**src/rtl/noc_link_tx_arbiter_pkg.sv**
```systemverilog
// noc_link_tx_arbiter_pkg: shared NoC sizes, burst bit, flit struct and arbiter FSM states
package noc_link_tx_arbiter_pkg;
  localparam int NOC_HEADER_SIZE = 16;
  localparam int NOC_PAYLOAD_SIZE = 32;
  localparam int BURST_BIT = 15;
  typedef struct packed {
    logic [NOC_HEADER_SIZE-1:0] header;
    logic [NOC_PAYLOAD_SIZE-1:0] payload;
  } flit_t;
  typedef enum logic {IDLE, LOCKED} arb_state_e;
endpackage

```
**src/rtl/noc_link_tx_arbiter_if.sv**
```systemverilog
// noc_link_tx_arbiter_if: requester flits in (valid/header/payload/ack), PHY TX out (wrreq/header/payload/stall)
interface noc_link_tx_arbiter_if #(parameter int NUM_REQ = 4);
  import noc_link_tx_arbiter_pkg::*;
  logic [NUM_REQ-1:0] req_valid;
  logic [NUM_REQ*NOC_HEADER_SIZE-1:0] req_header;
  logic [NUM_REQ*NOC_PAYLOAD_SIZE-1:0] req_payload;
  logic [NUM_REQ-1:0] req_ack;
  logic tx_wrreq;
  logic [NOC_HEADER_SIZE-1:0] tx_header;
  logic [NOC_PAYLOAD_SIZE-1:0] tx_payload;
  logic tx_stall;
  modport master (
    output req_valid, req_header, req_payload, tx_stall,
    input req_ack, tx_wrreq, tx_header, tx_payload
  );
  modport slave (
    input req_valid, req_header, req_payload, tx_stall,
    output req_ack, tx_wrreq, tx_header, tx_payload
  );
endinterface

```
**src/rtl/noc_link_tx_arbiter_rr_prio_select.sv**
```systemverilog
// rr_prio_select: first valid at or after ptr_i (mod N); in valid_i/ptr_i, out one-hot grant_o, idx_o, any_o
module rr_prio_select #(
  parameter int N = 4,
  localparam int W = $clog2(N)
) (
  input  logic [N-1:0] valid_i,
  input  logic [W-1:0] ptr_i,
  output logic [N-1:0] grant_o,
  output logic [W-1:0] idx_o,
  output logic         any_o
);
  logic [W-1:0] rot [N];
  for (genvar k = 0; k < N; k++) begin : g_rot
    logic [W:0] s;
    assign s = {1'b0, ptr_i} + (W+1)'(k);
    assign rot[k] = W'(s >= (W+1)'(N) ? s - (W+1)'(N) : s);
  end
  always_comb begin
    grant_o = '0;
    idx_o = '0;
    any_o = 1'b0;
    for (int k = 0; k < N; k++) begin
      if (!any_o && valid_i[rot[k]]) begin
        any_o = 1'b1;
        idx_o = rot[k];
        grant_o[rot[k]] = 1'b1;
      end
    end
  end
endmodule

```
**src/rtl/noc_link_tx_arbiter.sv**
```systemverilog
// noc_link_tx_arbiter: round-robin per-packet link TX arbiter with burst lock and gap watchdog; clk_i, rst_q_i, bus (slave), gap_err_o, gap_err_clr_i
module noc_link_tx_arbiter
  import noc_link_tx_arbiter_pkg::*;
#(
  parameter int NUM_REQ = 4,
  parameter int GAP_TIMEOUT = 255
) (
  input  logic clk_i,
  input  logic rst_q_i,
  noc_link_tx_arbiter_if.slave bus,
  output logic gap_err_o,
  input  logic gap_err_clr_i
);
  localparam int PW = $clog2(NUM_REQ);
  localparam int GW = $clog2(GAP_TIMEOUT + 1);
  arb_state_e state_q, state_d;
  logic [PW-1:0] rr_ptr_q, rr_ptr_d, owner_q, owner_d, pick_idx, cand_idx;
  logic [GW-1:0] gap_cnt_q, gap_cnt_d;
  logic gap_err_q, gap_err_d;
  logic [NUM_REQ-1:0] pick_oh;
  logic pick_any, cand_any, xfer, burst, locked;
  flit_t flit [NUM_REQ];
  function automatic logic [PW-1:0] wrap_inc(input logic [PW-1:0] x);
    return x == PW'(NUM_REQ - 1) ? '0 : x + 1'b1;
  endfunction
  for (genvar i = 0; i < NUM_REQ; i++) begin : g_flit
    assign flit[i] = {bus.req_header[i*NOC_HEADER_SIZE +: NOC_HEADER_SIZE],
                      bus.req_payload[i*NOC_PAYLOAD_SIZE +: NOC_PAYLOAD_SIZE]};
  end
  rr_prio_select #(.N(NUM_REQ)) u_sel (
    .valid_i(bus.req_valid),
    .ptr_i  (rr_ptr_q),
    .grant_o(pick_oh),
    .idx_o  (pick_idx),
    .any_o  (pick_any)
  );
  assign locked = state_q == LOCKED;
  assign cand_any = locked ? bus.req_valid[owner_q] : pick_any;
  assign cand_idx = locked ? owner_q : pick_idx;
  assign xfer = rst_q_i && cand_any && !bus.tx_stall;
  assign burst = flit[cand_idx].header[BURST_BIT];
  assign bus.tx_wrreq = xfer;
  assign bus.req_ack = !xfer ? '0 : locked ? NUM_REQ'(1) << owner_q : pick_oh;
  assign bus.tx_header = flit[cand_idx].header;
  assign bus.tx_payload = flit[cand_idx].payload;
  assign gap_err_o = gap_err_q;
  always_comb begin
    state_d = state_q;
    rr_ptr_d = rr_ptr_q;
    owner_d = owner_q;
    gap_cnt_d = gap_cnt_q;
    gap_err_d = gap_err_q && !gap_err_clr_i;
    if (xfer) begin
      state_d = burst ? LOCKED : IDLE;
      owner_d = burst ? cand_idx : owner_q;
      gap_cnt_d = '0;
      rr_ptr_d = burst ? rr_ptr_q : wrap_inc(cand_idx);
    end else if (locked) begin
      if (bus.req_valid[owner_q]) begin
        gap_cnt_d = '0;
      end else if (gap_cnt_q == GW'(GAP_TIMEOUT - 1)) begin
        state_d = IDLE;
        rr_ptr_d = wrap_inc(owner_q);
        gap_cnt_d = '0;
        gap_err_d = 1'b1;
      end else begin
        gap_cnt_d = gap_cnt_q + 1'b1;
      end
    end
  end
  always_ff @(posedge clk_i or negedge rst_q_i) begin
    if (!rst_q_i) begin
      state_q <= IDLE;
      rr_ptr_q <= '0;
      owner_q <= '0;
      gap_cnt_q <= '0;
      gap_err_q <= 1'b0;
    end else begin
      state_q <= state_d;
      rr_ptr_q <= rr_ptr_d;
      owner_q <= owner_d;
      gap_cnt_q <= gap_cnt_d;
      gap_err_q <= gap_err_d;
    end
  end
endmodule

```
**src/flat_wrapper.sv**
```systemverilog
// flat-port wrapper written by rule: the top's interface ports become plain ports
module noc_link_tx_arbiter_flat import noc_link_tx_arbiter_pkg::*;
#(
  parameter int NUM_REQ = 4,
  parameter int GAP_TIMEOUT = 255
)
  (clk_i, rst_q_i, gap_err_o, gap_err_clr_i, bus_req_valid, bus_req_header, bus_req_payload, bus_tx_stall, bus_req_ack, bus_tx_wrreq, bus_tx_header, bus_tx_payload);
  noc_link_tx_arbiter_if #(.NUM_REQ(NUM_REQ)) bus_i ();
  input  logic clk_i;
  input  logic rst_q_i;
  output logic gap_err_o;
  input  logic gap_err_clr_i;
  input wire logic [$bits(bus_i.req_valid)-1:0] bus_req_valid;
  input wire logic [$bits(bus_i.req_header)-1:0] bus_req_header;
  input wire logic [$bits(bus_i.req_payload)-1:0] bus_req_payload;
  input wire logic [$bits(bus_i.tx_stall)-1:0] bus_tx_stall;
  output wire logic [$bits(bus_i.req_ack)-1:0] bus_req_ack;
  output wire logic [$bits(bus_i.tx_wrreq)-1:0] bus_tx_wrreq;
  output wire logic [$bits(bus_i.tx_header)-1:0] bus_tx_header;
  output wire logic [$bits(bus_i.tx_payload)-1:0] bus_tx_payload;
  assign bus_i.req_valid = bus_req_valid;
  assign bus_i.req_header = bus_req_header;
  assign bus_i.req_payload = bus_req_payload;
  assign bus_i.tx_stall = bus_tx_stall;
  assign bus_req_ack = bus_i.req_ack;
  assign bus_tx_wrreq = bus_i.tx_wrreq;
  assign bus_tx_header = bus_i.tx_header;
  assign bus_tx_payload = bus_i.tx_payload;
  noc_link_tx_arbiter #(.NUM_REQ(NUM_REQ), .GAP_TIMEOUT(GAP_TIMEOUT)) u_core (.clk_i(clk_i), .rst_q_i(rst_q_i), .bus(bus_i), .gap_err_o(gap_err_o), .gap_err_clr_i(gap_err_clr_i));
endmodule
```
**config.mk**
```make
export PLATFORM = sky130hd
export DESIGN_NAME = noc_link_tx_arbiter_flat
export DESIGN_NICKNAME = d
export VERILOG_FILES = /design/src/rtl/noc_link_tx_arbiter_pkg.sv /design/src/rtl/noc_link_tx_arbiter_if.sv /design/src/rtl/noc_link_tx_arbiter_rr_prio_select.sv /design/src/rtl/noc_link_tx_arbiter.sv /design/src/flat_wrapper.sv
export SDC_FILE = /design/constraint.sdc
export NUM_CORES = 1
export LEC_CHECK = 0
export BUFFER_PORTS_ARGS = -buffer_cell sky130_fd_sc_hd__buf_2
export CAP_MARGIN = 20
export CORE_ASPECT_RATIO = 1.4
export CORE_MARGIN = 8
export CORE_UTILIZATION = 40
export CTS_CLUSTER_DIAMETER = 100
export DETAILED_ROUTE_END_ITERATION = 10
export HOLD_SLACK_MARGIN = 0.15
export PLACE_DENSITY = 0.84
export SETUP_SLACK_MARGIN = 0.05
export SLEW_MARGIN = 40
export SYNTH_ARGS = -nofsm -noshare
export SYNTH_HDL_FRONTEND = slang
export SYNTH_SLANG_ARGS = --single-unit
```
**constraint.sdc**
```tcl
create_clock -name clk_i -period 4.35 [get_ports clk_i]
set_input_delay 0.2175 -clock clk_i [delete_from_list [all_inputs] [get_ports clk_i]]
set_output_delay 0.2175 -clock clk_i [all_outputs]
set_load 0.01 [all_outputs]
```
==> metrics.md <==
| Metric | Value |
|---|---|
| Maximum root-to-sink buffer count | 2 |
| Final setup fails | 0 |
| First-pass GRT wire length | 23,700 um |
| Worst EP required | 4.13 ns |
| Hold path start | bus_req_header[15] |
| Worst Hold Path EP | u_core.owner_q[0] |
| Reg2reg end | u_core.rr_ptr_q[1] |
| Root Buffer | clkbuf_8 |
| Crit end category | output pin |
| Psw | 2540 uW |
| Max_cap viols | 0 |
| Avg Cell Area, Syn | 6.15 sq um |
| Die Width | 89.6 um |
| H-tree Lvls | 1 |
| Ys flop type | dfrtp_1 |
| Post-synth EDFFs | 0 |
| Worst Path Buf+Inv | 3 |
| Gr usage total | 0.280 |
| Comb pwr share | 0.914 |
| Synth-to-Final Area Change | 45.7% |
| Via/cell ratio | 5.50 |
| Clock share of power | 0.030 |
| IO Port Bufs | 253 |
| Starting Density | 0.412 |
| Worst-path clk slew | 0.06 ns |
| Post-CTS Setup Inserts | 0 |
| Most frequent cells in the layout | buf_2 (253), nand2_1 (202), and3_1 (48) |
| Sequential power share | 0.056 |
| CTS tree | built |
| CP Launch Point | u_core.rr_ptr_q[1] |
| Crit path DAT | 3.82 ns |
| Vias in the first global route | 4,616 |
| RSZ-0062 raised after global routing | no |
| Maximum clock rate | 247 MHz |
| Antenna violations before repair | 1 |
| Crit-path max FO | 26 |
| Cells along the critical path | inv_1 > ha_2 > or3b_4 > a311oi_4 > a211o_2 > buf_4 > nand2_1 > and3_1 > a31oi_1 > buf_2 |
| Run status | completed |
| Final Critical Period | 4.04 ns |
| Post-DP HPWL | 12,900 um |
| Dpl ws | 0.557 ns |
| Compound-cell area share of the yosys netlist | 0.235 |
| TNS Setup | 0 ns |
| WL met3 | 2420 um |
| I/O pins | 254 |
| Worst hold path type | in -> reg |
| Most common cell after layout, fill and taps aside | buf_2 |
| Die span in y | 119 um |
| FF-to-FF setup slack | 0.79 ns |
| Max Used Layer | met4 |
| Sequential area share after synthesis | 0.116 |
| Worst Reg-to-Reg Cells | 10 |
| Switching part of the total power | 0.591 |
| Final net count | 935 |
| Area leader, netlist | nand2_1 |
| Tcrit/Tclk final | 0.929 |
| Synth warn | 0 |
| Number of CTS-inserted buffers | 3 |
| # rows | 37 |
| Post-synthesis xor/xnor area fraction | 0.00578 |
| Setup Skew | 0.00667 ns |
| Post-synthesis mux area share | 0.0541 |
| Yosys reg bits | 14 |
| Post-Syn Area | 3030 sq um |
| Worst skew pair latency | 0.25 ns |
| Antenna viol nets, final | 0 |
| First drt pass iteration count | 4 |
| Power per Cell Area | 975 nW/um^2 |
| Core Area | 7360 sq um |
| Synth Area in Adders | 0.0578 |
| Die Area | 10,700 sq um |
| M1 WL | 5590 um |
| Slew Limit Headroom | 0.494 |
| Utilization after layout | 0.600 |
| Vias | 4,500 |
| Placer Congestion | 0.942 |
| Layout cells sized above 1 | 0.403 |
| PnR worst setup slack | 0.309 ns |
| Share of synthesized registers carrying an async set or reset | 1.00 |
| Final WL | 15,800 um |
| WL per Instance | 19.3 um |
| Cell count after synthesis | 493 |
| Hold depth | 4 |
| CP delay by family, top | compound AO/OA/AOI/OAI gates |
| Pwr Total | 4300 uW |
| Met2 wire len | 7250 um |
| Global route overflow | 0 |
| Fin. Hold Viols | 0 |
| Distinct cells, synth | 56 |
| Pin count of the biggest net entering global routing | 76 |
| DR iter-0 viols | 221 |
| Pint | 1760 uW |
| CP max stage delay | 0.57 ns |
| CP Class | reg -> out |
| Combinational family with the most area after synthesis | simple AND/OR/NAND/NOR gates |
| Peak supply drop | 0.604 mV |
| DRC viols | 0 |
| Simple-Gate Fraction of Synth Area | 0.447 |
| R2R Path Start | u_core.rr_ptr_q[1] |
| Slowest-stage cell, CP | dfrtp_1 |
| Worst-margin pin slew | 0.760 ns |
| Clock sink count | 14 |
| Area fraction of the dominant cell type after synthesis | 0.250 |
| Synthesized Nets | 707 |
| Critical path launch point type | register |
| P_leak | 0.00240 uW |
| Synth top area cells | nand2_1 (25%), dfrtp_1 (12%), and3_1 (9.9%) |
| Slew Limit Fails | 0 |
==> tightest hold or removal path, stage by stage <==
cell and delay, ns:
buf_2 0.12, a21oi_1 0.07, nor2_1 0.09, o2bb2ai_1 0.08
==> registers in the layout, summed over array words and instances, names as in the netlist <==
register and flops:
u_core.gap_cnt_q 8, u_core.rr_ptr_q 2, u_core.locked 1, u_core.gap_err_o 1
u_core.owner_q 2
==> area by class of cell <==
class	instances	area [sq um]
Clock buffer	4	55.1
Timing Repair Buffer	266	1400
Multi-Input combinational cell	426	2450
Inverter	10	37.5
Sequential cell	14	350
Fill cell	705	2950
Antenna cell	1	2.50
Tap cell	97	121
==> power groups by stage <==
stage / logic [uW] / registers (uW) / clock network [uW]
4_1_cts: 3900 / 234 / 132
2_1_floorplan: 2610 / 193 / 0
5_1_grt: 4330 / 246 / 138
3_3_place_gp: 3820 / 233 / 0
3_5_place_dp: 3870 / 237 / 0
6_report: 3940 / 239 / 129
==> per-stage QoR <==
step / cell area [sq um] / hold WS (ns) / std cells
4_1_cts: 4390 / 0.372 / 817
5_1_grt: 4410 / 0.404 / 818
3_5_place_dp: 4320 / 0.135 / 811
2_1_floorplan: 3030 / -0.0781 / 493
6_report: 4410 / 0.371 / 818
3_3_place_gp: 4320 / 0.131 / 811
==> synthesized netlist by cell type, drive strengths merged (5+ instances only) <==
| cell type | n |
|---|---|
| nand2 | 202 |
| and3 | 48 |
| a31oi | 47 |
| clkbuf | 25 |
| buf | 18 |
| o21ai | 17 |
| dfrtp | 14 |
| ha | 14 |
| nor2b | 12 |
| inv | 10 |
| nor3 | 10 |
| nor2 | 9 |
| a211oi | 7 |
| nand3 | 7 |
| mux4 | 5 |
==> metal layers <==
layer,GRT usage,vias to the layer above
met5,0,-
met4,0.113,0
met3,0.151,45
met2,0.439,265
met1,0.303,2032
li1,-,2158
==> how the worst max path moves through the flow <==
| stage | to | slack, ns | depth (start not counted) |
|---|---|---|---|
| after floorplan | bus_tx_header[9] | 0.82 | 13 |
| after global placement | bus_tx_payload[27] | 0.64 | 10 |
| after detailed placement | bus_tx_payload[1] | 0.56 | 10 |
| after CTS | bus_tx_payload[1] | 0.27 | 10 |
| after global routing | bus_tx_payload[1] | 0.09 | 10 |
| final | bus_tx_payload[1] | 0.31 | 10 |
==> logic make-up after synthesis <==
| kind of cell | after synthesis |
|---|---|
| AO/OA/AOI/OAI | 100 |
| flip-flops | 14 |
| XOR/XNOR | 2 |
| AND/OR/NAND/NOR | 300 |
| multiplexers | 10 |
| adder cells (fa/ha/maj) | 14 |
| buffers and inverters | 53 |
==> what timing repair did <==
action	4_1_cts	5_1_grt
gates resized for setup	0	3
hold buffers	2	0
setup endpoints to repair	0	44
endpoints found under the hold margin	15	0
Power figures use the tool's default switching activity.
